**src/rtl/fetch_ctrl_pkg.sv**
```systemverilog
// Shared constants, word width and FSM state encodings for the fetch controller.
// The FAULT state only exists when FETCH_MISALIGN_CHK_EN is defined.
package fetch_ctrl_pkg;

  localparam logic RST_ENABLE = 1'b0;
  localparam logic ENABLE     = 1'b1;
  localparam logic DISABLE    = 1'b0;

  localparam int               WORD_W    = 32;
  localparam logic [WORD_W-1:0] ZERO_WORD = '0;
  localparam logic [WORD_W-1:0] PC_STEP   = 32'd4;

  typedef enum logic [1:0] {
    ST_IDLE  = 2'd0,
    ST_FETCH = 2'd1,
    ST_STALL = 2'd2
`ifdef FETCH_MISALIGN_CHK_EN
    , ST_FAULT = 2'd3
`endif
  } state_t;

endpackage

```
**src/rtl/fetch_ctrl_if.sv**
```systemverilog
// Handshake bundle between the fetch controller (master) and its bus/downstream/control side (slave).
interface fetch_ctrl_if;
  import fetch_ctrl_pkg::*;

  logic              hold_i;
  logic              jump_i;
  logic [WORD_W-1:0] jump_addr_i;
  logic              req_valid_o;
  logic              req_ready_i;
  logic [WORD_W-1:0] req_addr_o;
  logic              rsp_valid_i;
  logic [WORD_W-1:0] rsp_data_i;
  logic              inst_valid_o;
  logic              inst_ready_i;
  logic [WORD_W-1:0] inst_pc_o;
  logic [WORD_W-1:0] inst_data_o;
  logic              misalign_o;

  modport master (
    input  hold_i, jump_i, jump_addr_i, req_ready_i, rsp_valid_i, rsp_data_i, inst_ready_i,
    output req_valid_o, req_addr_o, inst_valid_o, inst_pc_o, inst_data_o, misalign_o
  );

  modport slave (
    output hold_i, jump_i, jump_addr_i, req_ready_i, rsp_valid_i, rsp_data_i, inst_ready_i,
    input  req_valid_o, req_addr_o, inst_valid_o, inst_pc_o, inst_data_o, misalign_o
  );

endinterface

```
**src/rtl/fetch_ctrl_fifo.sv**
```systemverilog
// fetch_fifo: small synchronous FIFO with registered head, occupancy count and flush.
// DEPTH must be a power of two so the pointers wrap naturally.
module fetch_fifo
  import fetch_ctrl_pkg::*;
#(
  parameter int DEPTH = 2,
  parameter int WIDTH = 32,
  parameter int CNT_W = 2
) (
  input  logic             clk,
  input  logic             rst_n,
  input  logic             push,
  input  logic             pop,
  input  logic             flush,
  input  logic [WIDTH-1:0] push_data,
  output logic [WIDTH-1:0] head,
  output logic [CNT_W-1:0] count
);

  localparam int PTR_W = (DEPTH > 1) ? $clog2(DEPTH) : 1;

  logic [WIDTH-1:0] mem [DEPTH];
  logic [PTR_W-1:0] wr_ptr;
  logic [PTR_W-1:0] rd_ptr;
  logic             do_push;
  logic             do_pop;

  assign do_pop  = pop && (count != '0);
  assign do_push = push && ((count != CNT_W'(DEPTH)) || do_pop);
  assign head    = mem[rd_ptr];

  always_ff @(posedge clk) begin
    if (rst_n == RST_ENABLE) begin
      wr_ptr <= '0;
      rd_ptr <= '0;
      count  <= '0;
      for (int i = 0; i < DEPTH; i++) mem[i] <= '0;
    end else if (flush) begin
      wr_ptr <= '0;
      rd_ptr <= '0;
      count  <= '0;
    end else begin
      if (do_push) begin
        mem[wr_ptr] <= push_data;
        wr_ptr      <= wr_ptr + PTR_W'(1);
      end
      if (do_pop) rd_ptr <= rd_ptr + PTR_W'(1);
      count <= count + CNT_W'(do_push) - CNT_W'(do_pop);
    end
  end

endmodule

```
**src/rtl/fetch_ctrl.sv**
```systemverilog
// Fetch controller: owns the PC, issues tagged instruction reads and queues returned {pc,inst}.
// Define FETCH_MISALIGN_CHK_EN to trap misaligned jump targets instead of truncating them.
module fetch_ctrl
  import fetch_ctrl_pkg::*;
#(
  parameter logic [WORD_W-1:0] RESET_PC = 32'h0000_0000,
  parameter int                DEPTH    = 2,
  parameter int                CNT_W    = 2
) (
  input logic          clk,
  input logic          rst_n,
  fetch_ctrl_if.master bus
);

  localparam int OCC_W = CNT_W + 1;
  localparam int QW    = 2 * WORD_W;

  state_t            state;
  logic [WORD_W-1:0] pc;
  logic              req_valid;
  logic [CNT_W-1:0]  inflight;
  logic [CNT_W-1:0]  discard;
  logic [CNT_W-1:0]  inflight_next;
  logic [CNT_W-1:0]  q_count;
  logic [CNT_W-1:0]  q_count_next;
  logic [CNT_W-1:0]  tag_count;
  logic [OCC_W-1:0]  occ_next;
  logic [WORD_W-1:0] tag_head;
  logic [WORD_W-1:0] jump_target;
  logic [QW-1:0]     q_head;
  logic              accept;
  logic              rsp_drop;
  logic              rsp_keep;
  logic              q_pop;
  logic              good_jump;
  logic              can_issue;

`ifdef FETCH_MISALIGN_CHK_EN
  logic misalign;
  logic bad_jump;
  assign bad_jump       = bus.jump_i && (bus.jump_addr_i[1:0] != 2'b00);
  assign good_jump      = bus.jump_i && !bad_jump;
  assign jump_target    = bus.jump_addr_i;
  assign can_issue      = !bus.hold_i && (state != ST_FAULT);
  assign bus.misalign_o = misalign;
`else
  assign good_jump      = bus.jump_i;
  assign jump_target    = bus.jump_addr_i & ~32'h3;
  assign can_issue      = !bus.hold_i;
  assign bus.misalign_o = DISABLE;
`endif

  assign accept   = req_valid && bus.req_ready_i;
  assign rsp_drop = bus.rsp_valid_i && (discard != '0);
  assign rsp_keep = bus.rsp_valid_i && (discard == '0);
  assign q_pop    = bus.inst_valid_o && bus.inst_ready_i;

  // Occupancy one cycle ahead keeps in-flight plus queued reads within DEPTH
  assign inflight_next = inflight + CNT_W'(accept) - CNT_W'(bus.rsp_valid_i);
  assign q_count_next  = q_count + CNT_W'(rsp_keep) - CNT_W'(q_pop);
  assign occ_next      = OCC_W'(inflight_next) + OCC_W'(q_count_next);

  assign bus.req_valid_o  = req_valid;
  assign bus.req_addr_o   = pc;
  assign bus.inst_valid_o = (q_count != '0);
  assign bus.inst_pc_o    = q_head[QW-1:WORD_W];
  assign bus.inst_data_o  = q_head[WORD_W-1:0];

  fetch_fifo #(.DEPTH(DEPTH), .WIDTH(WORD_W), .CNT_W(CNT_W)) u_tag_fifo (
    .clk(clk), .rst_n(rst_n), .push(accept), .pop(rsp_keep), .flush(bus.jump_i),
    .push_data(pc), .head(tag_head), .count(tag_count)
  );

  fetch_fifo #(.DEPTH(DEPTH), .WIDTH(QW), .CNT_W(CNT_W)) u_out_q (
    .clk(clk), .rst_n(rst_n), .push(rsp_keep), .pop(q_pop), .flush(bus.jump_i),
    .push_data({tag_head, bus.rsp_data_i}), .head(q_head), .count(q_count)
  );

  always_ff @(posedge clk) begin
    if (rst_n == RST_ENABLE) begin
      state     <= ST_IDLE;
      pc        <= RESET_PC;
      req_valid <= DISABLE;
      inflight  <= '0;
      discard   <= '0;
`ifdef FETCH_MISALIGN_CHK_EN
      misalign  <= DISABLE;
`endif
    end else begin
      inflight <= inflight_next;
      case (state)
        ST_IDLE:  state <= ST_FETCH;
        ST_FETCH: if (bus.hold_i) state <= ST_STALL;
        ST_STALL: if (!bus.hold_i) state <= ST_FETCH;
`ifdef FETCH_MISALIGN_CHK_EN
        ST_FAULT: if (good_jump) state <= bus.hold_i ? ST_STALL : ST_FETCH;
`endif
        default:  state <= ST_IDLE;
      endcase
      // Reads still outstanding after a redirect (including one accepted now) are stale
      if (bus.jump_i) begin
        req_valid <= DISABLE;
        discard   <= inflight_next;
        if (good_jump) pc <= jump_target;
      end else begin
        if (rsp_drop) discard <= discard - CNT_W'(1);
        if (accept) pc <= pc + PC_STEP;
        if (!req_valid || bus.req_ready_i)
          req_valid <= can_issue && (occ_next < OCC_W'(DEPTH));
      end
`ifdef FETCH_MISALIGN_CHK_EN
      if (bad_jump) begin
        state    <= ST_FAULT;
        misalign <= ENABLE;
      end else if (good_jump) begin
        misalign <= DISABLE;
      end
`endif
    end
  end

  a_rsp_has_inflight: assert property (@(posedge clk) disable iff (rst_n == RST_ENABLE)
    bus.rsp_valid_i |-> (inflight != '0));
  a_rsp_has_tag: assert property (@(posedge clk) disable iff (rst_n == RST_ENABLE)
    rsp_keep |-> (tag_count != '0));

endmodule

```
**src/flat_wrapper.sv**
```systemverilog
// flat-port wrapper written by rule: the top's interface ports become plain ports
module fetch_ctrl_flat import fetch_ctrl_pkg::*;
#(
  parameter logic [WORD_W-1:0] RESET_PC = 32'h0000_0000,
  parameter int                DEPTH    = 2,
  parameter int                CNT_W    = 2
)
  (clk, rst_n, bus_hold_i, bus_jump_i, bus_jump_addr_i, bus_req_ready_i, bus_rsp_valid_i, bus_rsp_data_i, bus_inst_ready_i, bus_req_valid_o, bus_req_addr_o, bus_inst_valid_o, bus_inst_pc_o, bus_inst_data_o, bus_misalign_o);
  fetch_ctrl_if bus_i ();
  input logic clk;
  input logic rst_n;
  input wire logic [$bits(bus_i.hold_i)-1:0] bus_hold_i;
  input wire logic [$bits(bus_i.jump_i)-1:0] bus_jump_i;
  input wire logic [$bits(bus_i.jump_addr_i)-1:0] bus_jump_addr_i;
  input wire logic [$bits(bus_i.req_ready_i)-1:0] bus_req_ready_i;
  input wire logic [$bits(bus_i.rsp_valid_i)-1:0] bus_rsp_valid_i;
  input wire logic [$bits(bus_i.rsp_data_i)-1:0] bus_rsp_data_i;
  input wire logic [$bits(bus_i.inst_ready_i)-1:0] bus_inst_ready_i;
  output wire logic [$bits(bus_i.req_valid_o)-1:0] bus_req_valid_o;
  output wire logic [$bits(bus_i.req_addr_o)-1:0] bus_req_addr_o;
  output wire logic [$bits(bus_i.inst_valid_o)-1:0] bus_inst_valid_o;
  output wire logic [$bits(bus_i.inst_pc_o)-1:0] bus_inst_pc_o;
  output wire logic [$bits(bus_i.inst_data_o)-1:0] bus_inst_data_o;
  output wire logic [$bits(bus_i.misalign_o)-1:0] bus_misalign_o;
  assign bus_i.hold_i = bus_hold_i;
  assign bus_i.jump_i = bus_jump_i;
  assign bus_i.jump_addr_i = bus_jump_addr_i;
  assign bus_i.req_ready_i = bus_req_ready_i;
  assign bus_i.rsp_valid_i = bus_rsp_valid_i;
  assign bus_i.rsp_data_i = bus_rsp_data_i;
  assign bus_i.inst_ready_i = bus_inst_ready_i;
  assign bus_req_valid_o = bus_i.req_valid_o;
  assign bus_req_addr_o = bus_i.req_addr_o;
  assign bus_inst_valid_o = bus_i.inst_valid_o;
  assign bus_inst_pc_o = bus_i.inst_pc_o;
  assign bus_inst_data_o = bus_i.inst_data_o;
  assign bus_misalign_o = bus_i.misalign_o;
  fetch_ctrl #(.RESET_PC(RESET_PC), .DEPTH(DEPTH), .CNT_W(CNT_W)) u_core (.clk(clk), .rst_n(rst_n), .bus(bus_i));
endmodule
```
**config.mk**
```make
export PLATFORM = sky130hd
export DESIGN_NAME = fetch_ctrl_flat
export DESIGN_NICKNAME = d
export VERILOG_FILES = /design/src/rtl/fetch_ctrl_pkg.sv /design/src/rtl/fetch_ctrl_if.sv /design/src/rtl/fetch_ctrl_fifo.sv /design/src/rtl/fetch_ctrl.sv /design/src/flat_wrapper.sv
export SDC_FILE = /design/constraint.sdc
export NUM_CORES = 1
export LEC_CHECK = 0
export CAP_MARGIN = 20
export CORE_MARGIN = 2
export CORE_UTILIZATION = 50
export CTS_CLUSTER_SIZE = 20
export DETAILED_ROUTE_END_ITERATION = 7
export PLACE_DENSITY = 0.82
export SYNTH_ARGS = -nofsm -noshare
export SYNTH_HDL_FRONTEND = slang
export SYNTH_SLANG_ARGS = --single-unit
```
**constraint.sdc**
```tcl
create_clock -name clk -period 9.7 [get_ports clk]
set_clock_uncertainty 0.1 [all_clocks]
set_input_delay 0.97 -clock clk [delete_from_list [all_inputs] [get_ports clk]]
set_output_delay 0.97 -clock clk [all_outputs]
set_load 0.1 [all_outputs]
```
* After elaboration in Yosys (flattened, before gate mapping) *
Memory sizes are Yosys's and may differ from the RTL's. A register that Yosys moved wholly into a read port is not among the register bits.
Cells that the tools add are included.

word-level totals
  bits in read-only memories = 0
  logic and storage cells = 78
  input port bits = 71
  register bits after elaboration = 45
  bits in latches = 0
  RAM bits = 192
  memories kept = 2
  output and inout port bits = 99

memories
  memory                 depth  bits a word  rd ports  clocked after Yosys merged registers in  write ports  line                   source
  u_core.u_out_q.mem     2      64           1         1                                        2            fetch_ctrl_fifo.sv:22  logic [WIDTH-1:0] mem [DEPTH];
  u_core.u_tag_fifo.mem  2      32           1         1                                        2            fetch_ctrl_fifo.sv:22

cells by class
  $add $sub $neg = 15
  magnitude comparators = 1
  $mul = 0
  muxes and demuxes = 23
  equal/unequal tests = 2
  reduce and logical (&&, ||, !) cells = 23
  bitwise logic cells = 1
  shifts and indexed selects = 0
  div/mod/pow operators = 0

operators with widths
  cell                                                         count
  two-way mux 32 bit                                           3
  two-way mux 64 bit                                           1
  OR reduction 64 bit                                          1
  adder 32 x 3 -> 32 bit (second input constant)               1
  OR reduction 32 bit                                          1
  two-way mux 1 bit                                            17
  nonzero test 2 bit                                           5
  logical AND 1 bit                                            9
  adder 2 x 1 -> 2 bit                                         4
  subtractor 2 x 1 -> 2 bit                                    4
  adder 1 bit (second input constant)                          4
  two-way mux 2 bit                                            2
  inequality test 2 bit (second input constant)                2
  adder 2 x 2 -> 3 bit                                         1
  logical OR 1 bit                                             3
  less-than comparator 3 x 2 -> 1 bit (second input constant)  1
  zero test 1 bit                                              2
  zero test 2 bit                                              1
  OR reduction 2 bit                                           1
  subtractor 2 x 1 -> 2 bit (second input constant)            1
  inverter 1 bit                                               1

* Logic depth before layout (Yosys ltp) *
  word-level depth = 11
  mapped depth = 11
  depth with buffers taken out = 11

* Modules after synthesis *
From an unflattened synthesis, not the netlist that was laid out.

second synthesis, totals
  cells, all modules = 816
  area, all modules = 10968.0 um2

by module, submodules not included
  module                          area an instance (um2)  instances  cells each
  fetch_fifo (u_core.u_out_q)     5835.6                  1          368
  fetch_fifo (u_core.u_tag_fifo)  3061.7                  1          199
  fetch_ctrl                      2070.7                  1          249

* Worst setup path before layout *
OpenSTA, ideal clock, no wires.

  path kind = input-to-reg
  start = input bus_jump_i
  end = memory u_core.u_out_q.mem[0][0] (netlist bit) (enable)
  setup time = 421 ps
  arrival time = 3274 ps
  setup slack = 5904 ps
  required time = 9179 ps
  path buffers = 3
  stages = 6
  cell sequence = clkbuf_1 > nand2b_1 > or3_1 > clkbuf_1 > clkbuf_1 > nand2_1

RTL lines
  item         line                   source
  from (decl)  flat_wrapper.sv:13     input wire logic [$bits(bus_i.jump_i)-1:0] bus_jump_i;
  to (decl)    fetch_ctrl_fifo.sv:22

==> qor.csv <==
stage;metric;value;unit
status;status;complete, no violations;
pwr;Pwr Density;190;mW/mm^2
global_route;first-pass GRT wire length;34.9;mm
synthesis;synth top area cells;edfxtp_1, dfxtp_1, and2_1, mux2_2, mux2i_1;
synthesis;most instantiated cells after synthesis;edfxtp_1, and2_1, nor2_1;
pwr;leakage power;4.60;nW
synthesis;mapped cell area;0.0103;mm^2
pwr;internal power;1.75;mW
worst_hold_path;Hold EP;u_core.u_out_q.rd_ptr$_SDFFE_PP0N_;
worst_hold_path;hold depth;2;
synthesis;Synth top area share;53.5;%
pwr;worst vdd ir;0.104;mV
die;DIE AREA;0.0218;mm^2
worst_hold_path;min-delay src;u_core.u_out_q.rd_ptr$_SDFFE_PP0N_;
critical_path;Crit Path Max Fanout;31;
sta;Final Hold Viols;0;
critical_path;worst r2r src;u_core.bus.req_valid_o$_SDFFE_PP0P_;
detailed_routing;Routed wire per std cell;17.4;um
synthesis;synth warn;0;
final_layout;diodes inserted;0;
clocking;post-CTS repair timing setup buffer count;0;
sta;final worst slack;5.62;ns
detailed_routing;drt initial violations;433;
synthesis;FFs w/ async S/R, synth;0;%
detailed_routing;Remaining DRCs;0;
detailed_routing;First-pass DRT Iterations;5;
synthesis;EDFF count, synth;184;
sta;post-route clock period utilization;42.0;%
global_route;gr usage total;20.0;%
pwr;Net Sw Power;711;uW
place;GPL Wtd Cong;0.828;
final_layout;area grow syn2layout;25.1;%
critical_path;crit-path cells;clkdlybuf4s50_1, nor2b_1, and3_1, nand2b_1, buf_4;
critical_path;Setup crit start kind;primary input;
final_layout;final instance area;0.0129;mm^2
synthesis;cell count after synthesis;823;
synthesis;Primary FF master, synth;edfxtp_1;
clocking;Sink Count;229;
die;Die H;148;um
critical_path;CP bufs+invs;2;
global_route;maximum number of pins on one net before global-route repair;63;
sta;fmax;245;MHz
critical_path;Register-to-Register Path Depth;5;
clocking;H-tree levels;1;
detailed_routing;detail-routed via count per cell;5.36;
detailed_routing;WL final;21.8;mm
place;dpl cells;1215;
critical_path;Crit path largest cell delay;0.87;ns
place;DP Worst Slack;5.09;ns
critical_path;RR Endpoint;u_core.u_tag_fifo.mem[1][31]$_SDFFCE_PN0P_;
global_route;total gr overflow;0;
clocking;# hold bufs at CTS;0;
final_layout;Layout Cells excl Fill;1259;
pwr;Comb pwr share;18.2;%
final_layout;share of cells above drive strength 1;12.6;%
sta;Worst Max-Slew Pin Slew;1.03;ns
sta;RSZ-0062 raised after global routing;no;
critical_path;r2r setup slk;6.44;ns
clocking;CTS tree;done;
critical_path;Worst EP arrival;4.17;ns
clocking;worst-skew pair later-pin latency;0.51;ns
pwr;Reg power frac;46.5;%
final_layout;Fill cells;1508;
die;IO Pins;170;
clocking;Clk Tree Root Cell;clkbuf_16;
synthesis;post-synthesis sequential area ratio;62.2;%
place;IO Port Bufs;162;
place;Cell Area, Placed;0.0122;mm^2
sta;Setup Viol. Count Final;0;
worst_hold_path;HP Class;reg -> reg;
detailed_routing;via count;6753;
pwr;clock share of power;35.2;%
critical_path;CP Capture Type;register;
die;Horiz. Die Dim;148;um
final_layout;area of the multi-input gates;0.00361;mm^2
synthesis;most common cell in the netlist;edfxtp_1;
place;Detail Placement HPWL;14.1;mm
final_layout;nets@finish;1053;
critical_path;CP Class;in -> reg;
detailed_routing;Routed Antenna Nets;0;
sta;Slew Limit Fails;0;
clocking;Clock transition at path regs;0.06;ns
pwr;Total Power;2.46;mW
pwr;Net Sw Frac;28.9;%
critical_path;Crit path required time;9.79;ns
clocking;post-CTS sizing;0;
clocking;Num CTS Buffers;24;
sta;post-layout min period;4.08;ns
critical_path;slowest cell on the critical path;clkdlybuf4s50_1;
die;starting density of the core;51.1;%
sta;relative slew slack;31.2;%
synthesis;cell taking the most area after synthesis;edfxtp_1;
flow_run;max-cap violations;0;
die;core area;0.0202;mm^2
sta;setup total negative slack;0;ns
synthesis;FF+latch count, synth;229;
global_route;antenna violations before repair;0;
die;row count;52;
synthesis;mean post-synth cell area;12.6;um^2
global_route;vias in the first global route;6874;
final_layout;register area;0.00643;mm^2
clocking;CTS max path bufs;3;
synthesis;Cell variety after synth;54;
critical_path;crit-path leading delay family;simple AND/OR/NAND/NOR gates;
[final cells by class]
cell class | count | share of cell area [%]
Sequential cell | 229 | 49.7
Multi-Input combinational cell | 522 | 27.9
Timing Repair Buffer | 175 | 13.3
Clock buffer | 39 | 5.64
Tap cell | 270 | 2.61
Inverter | 19 | 0.552
Clock inverter | 5 | 0.213
[registers in the layout (all words and copies together) (netlist names), 2 cells and up, named ones only]
signal / cells
u_core.u_out_q.mem: 124
u_core.u_tag_fifo.mem: 60
u_core.bus.req_addr_o: 30
u_core.discard: 2
u_core.inflight: 2
u_core.u_out_q.count: 2
u_core.u_tag_fifo.count: 2
[power groups by stage]
stage	Clock (mW)	Combinational, mW	Sequential, mW
after floorplan	0	0.275	1.22
after global placement	0	0.445	1.16
after detailed placement	0	0.450	1.16
after CTS	0.884	0.453	1.14
after global routing	0.924	0.472	1.15
final	0.868	0.449	1.14
[kinds of logic after synthesis]
logic type	share of synthesized area, %
AND/OR/NAND/NOR	16.6
flip-flops	62.2
multiplexers	9.87
buffers and inverters	3.09
AO/OA/AOI/OAI	4.61
XOR/XNOR	2.20
adder cells (fa/ha/maj)	1.40
other	0.0363
[metrics by stage]
stage	hold slack (ns)	util [%]
final	0.424	63.9
after global routing	0.467	63.9
after CTS	0.422	63.9
after detailed placement	0.407	60.1
after global placement	0.395	60.1
after floorplan	0.381	-
[how the worst max path moves through the flow]
stage                                                  to  depth (start not counted)  slack [ns]        from
5_1_grt        u_core.u_tag_fifo.mem[1][24]$_SDFFCE_PN0P_                          5        5.32  bus_jump_i
2_1_floorplan      u_core.u_out_q.mem[0][0]$_SDFFCE_PN0P_                          6        5.90  bus_jump_i
3_5_place_dp    u_core.u_tag_fifo.mem[1][9]$_SDFFCE_PN0P_                          5        5.09  bus_jump_i
3_3_place_gp   u_core.u_tag_fifo.mem[1][20]$_SDFFCE_PN0P_                          5        5.13  bus_jump_i
6_report       u_core.u_tag_fifo.mem[1][31]$_SDFFCE_PN0P_                          5        5.62  bus_jump_i
4_1_cts                                 bus_inst_pc_o[31]                          3        5.60    register
[layout by cell type, fill, tap and decap left out, types with 8 or more instances in the layout]
cell type,count
and2_1,123
clkdlybuf4s50_1,162
a21oi_1,8
buf_4,13
nand2b_1,9
clkbuf_1,10
nor3_1,8
a31oi_1,11
inv_1,17
xnor2_1,21
mux2i_1,31
o21ai_0,26
ha_1,10
mux2_2,63
nand4_1,9
edfxtp_1,184
clkbuf_16,26
dfxtp_1,44
nand2_1,25
nor4_1,11
o31ai_1,9
nor2_1,77
or4_1,10
nand3_1,13
[layer usage]
| layer | vias to the layer above | GRT usage [%] | share of wire (%) |
|---|---|---|---|
| li1 | 3245 | - | - |
| met1 | 3209 | 26.7 | 43 |
| met2 | 269 | 33.6 | 47 |
| met3 | 30 | 3.80 | 7.5 |
| met4 | 0 | 5.38 | 1.7 |
| met5 | - | 0 | 0 |
[tightest hold or removal path: cells and delay by family, from the launching register on]
family / cells / cell delay, ns
DFF: 1 / 0.33
and+or+nand+nor: 1 / 0.08
xor gates and xnor gates: 1 / 0.09
No activity file was read; power rests on OpenSTA's default activity.
